==> src/rtl/async_fifo_wr_ctrl_if.sv <==
// Producer / read-pointer / sram-write bundle for the async FIFO write controller.
//   master : producer side drives wr_req, wr_data and the read-domain Gray pointer.
//            It observes the sram port, wr_gptr and the status flags.
//   slave  : the write controller.
interface async_fifo_wr_ctrl_if #(
   parameter int unsigned ADDR  = 4,
   parameter int unsigned WIDTH = 32
);
   logic             wr_req;
   logic [WIDTH-1:0] wr_data;
   logic [ADDR:0]    rd_gptr;
   logic [ADDR-1:0]  sram_addr;
   logic [WIDTH-1:0] sram_data;
   logic             sram_we;
   logic [ADDR:0]    wr_gptr;
   logic             full;
   logic             almost_full;
   logic [ADDR:0]    wr_level;
   logic             overflow;

   modport master (
      output wr_req, wr_data, rd_gptr,
      input  sram_addr, sram_data, sram_we, wr_gptr, full, almost_full, wr_level, overflow
   );

   modport slave (
      input  wr_req, wr_data, rd_gptr,
      output sram_addr, sram_data, sram_we, wr_gptr, full, almost_full, wr_level, overflow
   );
endinterface

==> src/rtl/async_fifo_wr_ctrl.sv <==
// Write-domain controller of the SRAM-based async FIFO.
// Accepts producer writes and drives the sram write port combinationally.
// It keeps binary and Gray write pointers and synchronises the read Gray pointer
// through two flops. It registers full, almost_full, wr_level and overflow.
//   clk, rst_n : write clock, async active-low reset
//   bus.slave  : wr_req/wr_data/rd_gptr in; sram_addr/sram_data/sram_we,
//                wr_gptr, full, almost_full, wr_level, overflow out
module async_fifo_wr_ctrl #(
   parameter int unsigned ADDR      = 4,
   parameter int unsigned WIDTH     = 32,
   parameter int unsigned AF_THRESH = 12
) (
   input logic                 clk,
   input logic                 rst_n,
   async_fifo_wr_ctrl_if.slave bus
);
   localparam int unsigned PW = ADDR + 1;
   localparam logic [PW-1:0] AF_T = PW'(AF_THRESH);

   logic [PW-1:0] wbin_q, wbin_d;
   logic [PW-1:0] wg_q, wg_d;
   logic [PW-1:0] rq1_q, rq2_q;
   logic [PW-1:0] rbin_s;
   logic [PW-1:0] lvl_q, lvl_d;
   logic [PW-1:0] full_cmp;
   logic          full_q, full_d;
   logic          af_q, af_d;
   logic          ovf_q, ovf_d;
   logic          accept;

   // Gating with rst_n keeps sram_we low for the whole reset assertion.
   assign accept = bus.wr_req & ~full_q & rst_n;

   // The sram captures the word on the same edge that advances the pointer.
   assign bus.sram_we   = accept;
   assign bus.sram_addr = wbin_q[ADDR-1:0];
   assign bus.sram_data = bus.wr_data;

   // Gray-to-binary conversion of the synchronised read pointer.
   always_comb begin
      rbin_s = '0;
      for (int i = 0; i < int'(PW); i++) begin
         rbin_s[i] = ^(rq2_q >> i);
      end
   end

   // Next-state pointers and flags, all derived from post-write values.
   always_comb begin
      wbin_d   = wbin_q + PW'(accept);
      wg_d     = wbin_d ^ (wbin_d >> 1);
      full_cmp = {~rq2_q[ADDR:ADDR-1], rq2_q[ADDR-2:0]};
      full_d   = (wg_d == full_cmp);
      lvl_d    = wbin_d - rbin_s;
      af_d     = (lvl_d >= AF_T);
      ovf_d    = bus.wr_req & full_q;
   end

   // State registers and read-pointer synchroniser.
   always_ff @(posedge clk or negedge rst_n) begin
      if (!rst_n) begin
         wbin_q <= '0;
         wg_q   <= '0;
         rq1_q  <= '0;
         rq2_q  <= '0;
         full_q <= 1'b0;
         af_q   <= 1'b0;
         lvl_q  <= '0;
         ovf_q  <= 1'b0;
      end else begin
         wbin_q <= wbin_d;
         wg_q   <= wg_d;
         rq1_q  <= bus.rd_gptr;
         rq2_q  <= rq1_q;
         full_q <= full_d;
         af_q   <= af_d;
         lvl_q  <= lvl_d;
         ovf_q  <= ovf_d;
      end
   end

   assign bus.wr_gptr     = wg_q;
   assign bus.full        = full_q;
   assign bus.almost_full = af_q;
   assign bus.wr_level    = lvl_q;
   assign bus.overflow    = ovf_q;
endmodule

==> src/flat_wrapper.sv <==
// flat-port wrapper written by rule: the top's interface ports become plain ports
module async_fifo_wr_ctrl_flat 
#(
   parameter int unsigned ADDR      = 4,
   parameter int unsigned WIDTH     = 32,
   parameter int unsigned AF_THRESH = 12
)
  (clk, rst_n, bus_wr_req, bus_wr_data, bus_rd_gptr, bus_sram_addr, bus_sram_data, bus_sram_we, bus_wr_gptr, bus_full, bus_almost_full, bus_wr_level, bus_overflow);
  async_fifo_wr_ctrl_if #(.ADDR(ADDR), .WIDTH(WIDTH)) bus_i ();
  input logic clk;
  input logic rst_n;
  input wire logic [$bits(bus_i.wr_req)-1:0] bus_wr_req;
  input wire logic [$bits(bus_i.wr_data)-1:0] bus_wr_data;
  input wire logic [$bits(bus_i.rd_gptr)-1:0] bus_rd_gptr;
  output wire logic [$bits(bus_i.sram_addr)-1:0] bus_sram_addr;
  output wire logic [$bits(bus_i.sram_data)-1:0] bus_sram_data;
  output wire logic [$bits(bus_i.sram_we)-1:0] bus_sram_we;
  output wire logic [$bits(bus_i.wr_gptr)-1:0] bus_wr_gptr;
  output wire logic [$bits(bus_i.full)-1:0] bus_full;
  output wire logic [$bits(bus_i.almost_full)-1:0] bus_almost_full;
  output wire logic [$bits(bus_i.wr_level)-1:0] bus_wr_level;
  output wire logic [$bits(bus_i.overflow)-1:0] bus_overflow;
  assign bus_i.wr_req = bus_wr_req;
  assign bus_i.wr_data = bus_wr_data;
  assign bus_i.rd_gptr = bus_rd_gptr;
  assign bus_sram_addr = bus_i.sram_addr;
  assign bus_sram_data = bus_i.sram_data;
  assign bus_sram_we = bus_i.sram_we;
  assign bus_wr_gptr = bus_i.wr_gptr;
  assign bus_full = bus_i.full;
  assign bus_almost_full = bus_i.almost_full;
  assign bus_wr_level = bus_i.wr_level;
  assign bus_overflow = bus_i.overflow;
  async_fifo_wr_ctrl #(.ADDR(ADDR), .WIDTH(WIDTH), .AF_THRESH(AF_THRESH)) u_core (.clk(clk), .rst_n(rst_n), .bus(bus_i));
endmodule
==> config.mk <==
export PLATFORM = sky130hd
export DESIGN_NAME = async_fifo_wr_ctrl_flat
export DESIGN_NICKNAME = d
export VERILOG_FILES = /design/src/rtl/async_fifo_wr_ctrl_if.sv /design/src/rtl/async_fifo_wr_ctrl.sv /design/src/flat_wrapper.sv
export SDC_FILE = /design/constraint.sdc
export NUM_CORES = 1
export LEC_CHECK = 0
export BUFFER_PORTS_ARGS = -buffer_cell sky130_fd_sc_hd__buf_4
export CORE_MARGIN = 2
export CORE_UTILIZATION = 25
export DETAILED_ROUTE_END_ITERATION = 7
export HOLD_SLACK_MARGIN = 0.02
export MAX_ROUTING_LAYER = met4
export PLACE_DENSITY = 0.48
export SYNTH_ARGS = -nofsm -noshare
export SYNTH_HDL_FRONTEND = slang
export SYNTH_SLANG_ARGS = --single-unit
==> constraint.sdc <==
create_clock -name clk -period 2.7 [get_ports clk]
set_clock_uncertainty 0.1 [all_clocks]
set_input_delay 0.135 -clock clk [delete_from_list [all_inputs] [get_ports clk]]
set_output_delay 0.135 -clock clk [all_outputs]
set_load 0.02 [all_outputs]
# Word-level counts from Yosys, hierarchy flattened
# Cells that the tools add are included.
# totals
wordCells	23
ff_bits	28
in_bits	40
out_inout_bits	50
# classes
n_bitwise	6
n_addsub	2
n_eq_ne	1
order_cmp	1
n_reduce_logical	5
# ops
op	n
$reduce_xor 5->1	5
$add 5x1->5	1
$eq 5x5->1	1
$ge 5x4->1 const B	1
$sub 5x5->5	1
$xor 5x4->5	1
$and 1x1->1	3
$not 2->2	1
$not 1->1	1

# Longest topological paths before layout
# Gate-level depths: netlist of run 1.
# logic_depth
ltp_word	6
ltp_mapped	11
depth_no_buf	10

# Worst setup path before layout of run 1
# Ideal clock, no wire load.
# synth_timing
path_kind	register to register
startpoint	register u_core.full_q (netlist: u_core.bus.full)
endpoint	register u_core.af_q (netlist: u_core.bus.almost_full)
slack_ns	-0.076
path_stages_with_launch	10
required_time_ns	2.529
setup_time_ns	0.071
n_path_buf	1
synth_period_minus_slack_ns	2.776
t_arrival_ns	2.605
path_cell_list	dfrtp_1 and3b_1 ha_1 ha_1 clkbuf_1 xor2_1 ha_1 a2111oi_2 or4_1 nand4_1
# synth_via
elab_chain_cells	6
# synth_lines
item	line_no	source
from (decl)	async_fifo_wr_ctrl.sv:26	logic full_q, full_d;
from (signal assigned)	async_fifo_wr_ctrl.sv:74	full_q <= full_d;
$not 1->1	async_fifo_wr_ctrl.sv:32	assign accept = bus.wr_req & ~full_q & rst_n;
$and 1x1->1 (2 in series)	async_fifo_wr_ctrl.sv:32	
net bus_sram_we	flat_wrapper.sv:17	output wire logic [$bits(bus_i.sram_we)-1:0] bus_sram_we;
$add 5x1->5	async_fifo_wr_ctrl.sv:49	wbin_d = wbin_q + PW'(accept);
net u_core.wbin_d[1]	async_fifo_wr_ctrl.sv:20	logic [PW-1:0] wbin_q, wbin_d;
$sub 5x5->5	async_fifo_wr_ctrl.sv:53	lvl_d = wbin_d - rbin_s;
$ge 5x4->1	async_fifo_wr_ctrl.sv:54	af_d = (lvl_d >= AF_T);
net u_core.af_d	async_fifo_wr_ctrl.sv:27	logic af_q, af_d;
to (signal assigned)	async_fifo_wr_ctrl.sv:66	af_q <= 1'b0;
to (signal assigned)	async_fifo_wr_ctrl.sv:75	af_q <= af_d;
to (decl)	async_fifo_wr_ctrl.sv:27	
# The timed path passes the listed nets, and every way through them passes these cells.

# Worst setup path in the final report of run 1
# layout_timing
startpoint	register u_core.full_q (netlist: u_core.bus.full)
endpoint	register u_core.af_q (netlist: u_core.bus.almost_full)
# layout_via
elab_chain_cells	6
# layout_lines
item	line_no
$not 1->1	async_fifo_wr_ctrl.sv:32
$and 1x1->1 (2 in series)	async_fifo_wr_ctrl.sv:32
$add 5x1->5	async_fifo_wr_ctrl.sv:49
net u_core.wbin_d[2]	async_fifo_wr_ctrl.sv:20
$sub 5x5->5	async_fifo_wr_ctrl.sv:53
$ge 5x4->1	async_fifo_wr_ctrl.sv:54
net u_core.af_d	async_fifo_wr_ctrl.sv:27
# The timed path passes the listed nets, and every way through them passes these cells.

==> summary.txt, run 1 <==
Synth
  – Top FF cell, synth: dfrtp_1
  – Largest family of logic cells by synthesized area: buffers and inverters
  – EDFF count, synth: 0
  – Distinct cells, synth: 29
  – Area fraction of the dominant cell type after synthesis: 47.8%
  – Mapped Nets: 168
  – Seq/Total Area, Yosys: 47.8%
  – Mapped Cells: 122
  – Post-synthesis adder-cell area fraction: 6.02%
  – Synth area leader: dfrtp_1
  – Xor/xnor cell area share of the yosys netlist: 14.1%
  – Post-Synth Simple-Gate Area: 8.14%
  – Post-synthesis mux area share: 0%
  – Post-Syn Area: 0.00141 mm²
  – Syn_area_per_cell: 11.6 µm²
  – Ranking of synthesized cells by area: dfrtp_1 48%, buf_4 17%, xor2_1 7.4%
  – Async set-reset flop share out of synthesis: 100%
  – Compound-cell area share of the yosys netlist: 4.69%
  – Yosys reg bits: 27
  – Synthesis Warnings: 0

Die
  – Starting Density: 25.8%
  – # IOs: 90
  – Num rows: 27
  – Core area: 0.00547 mm²
  – Chip width: 79.2 µm
  – Die height: 79.2 µm
  – Die area: 0.00627 mm²

Final layout
  – Layout Utilization: 29.5%
  – Area Growth Syn to Fin: 14.2%
  – Share of layout cells above drive strength 1: 34.1%
  – Nets: 176
  – Leading cell type in the layout, fill and taps excluded: buf_4
  – Antenna cells: 0
  – Commonest non-fill, non-tap cells in the layout: 31 x buf_4, 26 x dfrtp_1, 12 x xor2_1

Clock network
  – Clock Sinks: 27
  – Root buf cell: clkbuf_8
  – CTS tree: done
  – Clock latency on the worst-skew pair: 0.28 ns
  – CTS H-tree depth: 1
  – Clk slew on worst S/H paths: 0.10 ns
  – Maximum clock path buffer count: 2
  – Total CTS buffers: 3

Worst setup path
  – CP max FO: 8
  – Nature of the critical path endpoint: flop
  – Delay-heaviest family, CP: adder cells
  – CP Cell Sequence: and3b_2, ha_1, ha_1, xor2_1, ha_2, nor4b_1, o21ai_0, a31o_2, nand4_1, nand4_1
  – Critical path arrival: 2.54 ns
  – CP required: 2.75 ns
  – Crit path kind: flop to flop
  – CP max stage cell: dfrtp_2
  – Crit path buffers/inverters: 0
  – CP startpoint kind: flop
  – CP peak stage delay: 0.37 ns

Global routing
  – First-pass GRT wire length: 4.04 mm
  – Vias in the first global route: 836
  – Largest net degree at the start of global routing: 28
  – Total track usage: 8.51%
  – Initial antenna violation count: 0
  – GRT overflow: 0

Hold path
  – Hold Path Class: input pin to output pin

Power
  – VDD IR-drop max: 381 µV
  – Cell Pwr Density: 1200 mW/mm²
  – Lkg Pwr: 0.732 nW
  – Final Power: 1.93 mW

Timing
  – Final setup violation count: 0
  – RSZ-0062 raised after global routing: no
  – Pin slew with the least headroom to its limit: 0.351 ns
  – Final Hold Violating Endpoints: 0
  – Total negative setup slack: 0 ns
  – Fin crit share: 92.3%
  – Fmax: 401 MHz
  – Slew Viols, Final: 0
  – Min Tclk post-route: 2.49 ns
  – Normalized max-slew margin: 76.0%

Routing
  – Final wirelength: 2.47 mm
  – # DRC: 0
  – Via count of the routed design: 829
  – Vias per cell: 4.12
  – Final ANT Viol Nets: 0
  – First DRT Iteration DRCs: 19
  – Pre-antenna DRT Iters: 4
  – Wire per inst: 12.3 µm

Placement
  – # port buffers: 25
  – DP HPWL: 1.96 mm
  – Gp weighted congestion: 0.745

Run status
  – Status: finished, final reports clean

Flow run
  – Max Cap Viol: 0
-- report_power, final --
group          internal, mW  switching [mW]
clock network         0.109           0.135
registers             0.544          0.0643
logic                 0.498           0.583
total                  1.15           0.782
-- sequential cells by signal, summed over array words and instances, names as in the netlist --
register	flops
u_core.wbin_q	5
u_core.bus.almost_full	1
u_core.bus.wr_gptr	4
u_core.rq2_q	5
u_core.bus.wr_level	5
u_core.bus.full	1
u_core.bus.overflow	1
u_core.rq1_q	5
-- synthesized netlist by cell type, types with 2 or more instances --
cell type,n
nand3_1,3
xor2_1,12
xnor2_1,7
or3_1,2
a21oi_1,2
nor4b_1,2
xnor2_2,2
inv_1,5
nand2_1,2
dfrtp_1,27
buf_4,32
ha_1,6
buf_2,2
nand4_1,3
-- final timing paths --
| path | startpoint | endpoint | slack (ns) | cells after the start |
|---|---|---|---|---|
| max in group asynchronous | rst_n | u_core.bus.full$_DFF_PN0_ | 1.94 | 3 |
| setup / recovery | u_core.bus.full$_DFF_PN0_ | u_core.bus.almost_full$_DFF_PN0_ | 0.21 | 10 |
| min in group asynchronous | rst_n | u_core.rq1_q[0]$_DFF_PN0_ | 0.29 | 3 |
| hold reg to reg | u_core.rq1_q[0]$_DFF_PN0_ | u_core.rq2_q[0]$_DFF_PN0_ | 0.26 | 0 |
| hold / removal | bus_wr_data[11] | bus_sram_data[11] | 0.17 | 0 |
| setup reg to reg | u_core.bus.full$_DFF_PN0_ | u_core.bus.almost_full$_DFF_PN0_ | 0.21 | 10 |
-- kinds of logic after synthesis --
kind of cell    after synthesis
fa+ha+maj                     7
compound gates                8
xor+xnor                     21
simple gates                 19
flops                        27
buf+inv                      40
-- what timing repair did --
action                                  in CTS  in global routing
hold endpoints to repair                    33                  0
endpoints found under the setup margin       0                  1
buffers inserted                             0                  1
hold buffers                                 7                  0
gates resized for setup                      0                  2
-- per-layer routing --
metal / GRT usage, % / share of wire (%) / wire, µm
met1: 9.40 / 39 / 952
met2: 13.3 / 47 / 1170
met3: 3.07 / 11 / 273
met4: 4.83 / 2.9 / 71
met5: - / 0 / 0
-- through the flow --
stage	cells	setup slack (ns)	instance area, µm²	hold WS [ns]
2_1_floorplan	122	0.0172	1420	-0.261
4_1_cts	200	0.0884	1600	0.170
3_3_place_gp	189	0.186	1480	0.0767
6_report	201	0.207	1610	0.170
5_1_grt	201	0.0457	1610	0.170
3_5_place_dp	189	0.125	1480	0.0779
-- layout make-up --
class | instances | area, µm²
clock buffers | 3 | 41.3
clock inverters | 1 | 8.76
fillers | 591 | 3860
inverters | 5 | 18.8
multi-input cells | 55 | 475
flip-flops and latches | 27 | 677
well taps | 72 | 90.1
repair buffers | 38 | 303
Note: power is estimated with default switching activity, not from simulation.
==> inputs of run 2 (changes only) <==
--- a/config.mk
+++ b/config.mk
@@ -6,8 +6,10 @@
 export NUM_CORES = 1
 export LEC_CHECK = 0
 export BUFFER_PORTS_ARGS = -buffer_cell sky130_fd_sc_hd__buf_4
+export CORE_ASPECT_RATIO = 1.1
 export CORE_MARGIN = 2
 export CORE_UTILIZATION = 25
+export CTS_BUF_LIST = sky130_fd_sc_hd__clkbuf_4 sky130_fd_sc_hd__clkbuf_8 sky130_fd_sc_hd__clkbuf_16
 export DETAILED_ROUTE_END_ITERATION = 7
 export HOLD_SLACK_MARGIN = 0.02
 export MAX_ROUTING_LAYER = met4
==> summary.txt, run 2 (same netlist as run 1, synthesis figures left out) <==
Run status
  – Status: finished, final reports clean (unchanged)

Timing
  – Fin crit share: 93.7% (was 92.3%)
  – Slew Viols, Final: 0 (unchanged)
  – Final Hold Violating Endpoints: 0 (unchanged)
  – Fmax: 395 MHz (was 401 MHz)
  – Min Tclk post-route: 2.53 ns (was 2.49 ns)
  – Normalized max-slew margin: 76.1% (was 76.0%)
  – RSZ-0062 raised after global routing: no (unchanged)
  – Pin slew with the least headroom to its limit: 0.350 ns (was 0.351 ns)
  – Final setup violation count: 0 (unchanged)
  – Total negative setup slack: 0 ns (unchanged)
  – Final hold slack: 0.170 ns (unchanged)

Routing
  – # DRC: 0 (unchanged)
  – First DRT Iteration DRCs: 19 (unchanged)
  – Via count of the routed design: 819 (was 829)
  – Pre-antenna DRT Iters: 5 (was 4)
  – Vias per cell: 4.05 (was 4.12)
  – Wire per inst: 13.0 µm (was 12.3 µm)
  – Final ANT Viol Nets: 0 (unchanged)
  – Final wirelength: 2.63 mm (was 2.47 mm)

Worst setup path
  – RR Startpoint: u_core.rq2_q[4]$_DFF_PN0_ (was u_core.bus.full$_DFF_PN0_)
  – CP required: 2.75 ns (about the same)
  – Crit path kind: flop to flop (unchanged)
  – CP Cell Sequence: xnor2_2, xnor2_2, xnor2_1, ha_1, inv_1, ha_1, a2111oi_2, or4_1, nand4_1 (was and3b_2, ha_1, ha_1, xor2_1, ha_2, nor4b_1, o21ai_0, a31o_2, nand4_1, nand4_1)
  – CP startpoint kind: flop (unchanged)
  – CP max stage cell: dfrtp_1 (was dfrtp_2)
  – CP max FO: 5 (was 8)
  – Critical path arrival: 2.58 ns (was 2.54 ns)
  – CP startpoint: u_core.rq2_q[4]$_DFF_PN0_ (was u_core.bus.full$_DFF_PN0_)
  – Delay-heaviest family, CP: XOR/XNOR gates (was adder cells)
  – CP peak stage delay: 0.43 ns (was 0.37 ns)
  – Nature of the critical path endpoint: flop (unchanged)
  – Crit path buffers/inverters: 1 (was 0)

Hold path
  – Hold Path Class: input pin to output pin (unchanged)
  – Worst hold start: bus_wr_data[12] (was bus_wr_data[11])

Placement
  – Post-DP Area: 0.00147 mm² (was 0.00148 mm²)
  – # port buffers: 25 (unchanged)
  – Gp weighted congestion: 0.732 (was 0.745)
  – DP HPWL: 1.98 mm (was 1.96 mm)

Final layout
  – Leading cell type in the layout, fill and taps excluded: buf_4 (unchanged)
  – Area Growth Syn to Fin: 13.3% (was 14.2%)
  – Fillers: 551 (was 591)
  – Share of layout cells above drive strength 1: 33.1% (was 34.1%)
  – Antenna cells: 0 (unchanged)
  – Final instance area: 0.00160 mm² (was 0.00161 mm²)
  – Layout Utilization: 29.5% (about the same)
  – Nets: 174 (was 176)
  – Commonest non-fill, non-tap cells in the layout: 29 x buf_4, 26 x dfrtp_1, 12 x xor2_1 (was 31 x buf_4, 26 x dfrtp_1, 12 x xor2_1)

Flow run
  – Max Cap Viol: 0 (unchanged)

Die
  – Die height: 82.9 µm (was 79.2 µm)
  – Core area: 0.00543 mm² (was 0.00547 mm²)
  – Die area: 0.00627 mm² (about the same)
  – Chip width: 75.7 µm (was 79.2 µm)
  – Num rows: 28 (was 27)
  – Starting Density: 26.0% (was 25.8%)
  – # IOs: 90 (unchanged)

Clock network
  – Clock latency on the worst-skew pair: 0.27 ns (was 0.28 ns)
  – Post-CTS setup buffers: 0 (unchanged)
  – CTS H-tree depth: 1 (unchanged)
  – Total CTS buffers: 3 (unchanged)
  – Clock Sinks: 27 (unchanged)
  – CTS tree: done (unchanged)
  – Maximum clock path buffer count: 2 (unchanged)
  – Clk slew on worst S/H paths: 0.10 ns (about the same)
  – Root buf cell: clkbuf_8 (unchanged)

Global routing
  – Initial antenna violation count: 0 (unchanged)
  – Largest net degree at the start of global routing: 28 (unchanged)
  – Total track usage: 9.26% (was 8.51%)
  – GRT overflow: 0 (unchanged)
  – First-pass GRT wire length: 4.43 mm (was 4.04 mm)
  – Vias in the first global route: 931 (was 836)

Power
  – Lkg Pwr: 0.718 nW (was 0.732 nW)
  – Cell Pwr Density: 1200 mW/mm² (about the same)
  – VDD IR-drop max: 324 µV (was 381 µV)
  – Final Power: 1.92 mW (was 1.93 mW)
-- run 2: changes by cell type in the layout (fill, tap and decap cells not counted), sizes merged --
cell      before  now
clkinvlp       0    1
inv            6    5
buf           31   29
-- run 2: path summary, 6_finish.rpt --
check | to | slack [ns] | cells after the start
setup / recovery | u_core.bus.almost_full$_DFF_PN0_ | 0.17 | 9
hold / removal | bus_sram_data[12] | 0.17 | 0
setup reg to reg | u_core.bus.almost_full$_DFF_PN0_ | 0.17 | 9
hold reg to reg | u_core.rq2_q[0]$_DFF_PN0_ | 0.26 | 0
max in group asynchronous | u_core.bus.full$_DFF_PN0_ | 1.90 | 3
min in group asynchronous | u_core.rq2_q[1]$_DFF_PN0_ | 0.33 | 3
-- run 2: metal layers --
metal	wire [µm]	global-route usage, %
met1	1040	10.5
met2	1260	14.5
met3	221	2.31
met4	114	5.10
met5	0	-
-- run 2: where the power goes --
part	internal (mW)	switching (mW)
Combinational	0.482	0.593
Sequential	0.544	0.0646
Clock	0.105	0.132
-- run 2: per-stage QoR --
step                instances  setup slack (ns)
finish                    202             0.171
global placement          191             0.178
CTS                       202            0.0730
detailed placement        191            0.0906
floorplan                 122            0.0172
global route              202           0.00657
-- run 2: timing repair --
item	in CTS	in global routing
endpoints found under the hold margin	33	0
resized for setup	0	2
hold buffers	7	0
endpoints found under the setup margin	0	1
-- run 2: worst reg2reg max path: cells and delay by family (launching register included) --
| family | cells | cell delay, ns |
|---|---|---|
| compound gates | 1 | 0.35 |
| xor+xnor | 3 | 0.77 |
| fa+ha+maj | 2 | 0.41 |
| buf+inv | 1 | 0.07 |
| flops | 1 | 0.43 |
| simple gates | 2 | 0.27 |
-- run 2: final cells by class --
cell class / count / area, µm² / share of cell area, %
Inverter: 5 / 18.8 / 1.17
Tap cell: 75 / 93.8 / 5.86
Multi-Input combinational cell: 55 / 475 / 29.7
Sequential cell: 27 / 677 / 42.3
Clock inverter: 1 / 7.51 / 0.469
Timing Repair Buffer: 36 / 288 / 18.0
Clock buffer: 3 / 41.3 / 2.58
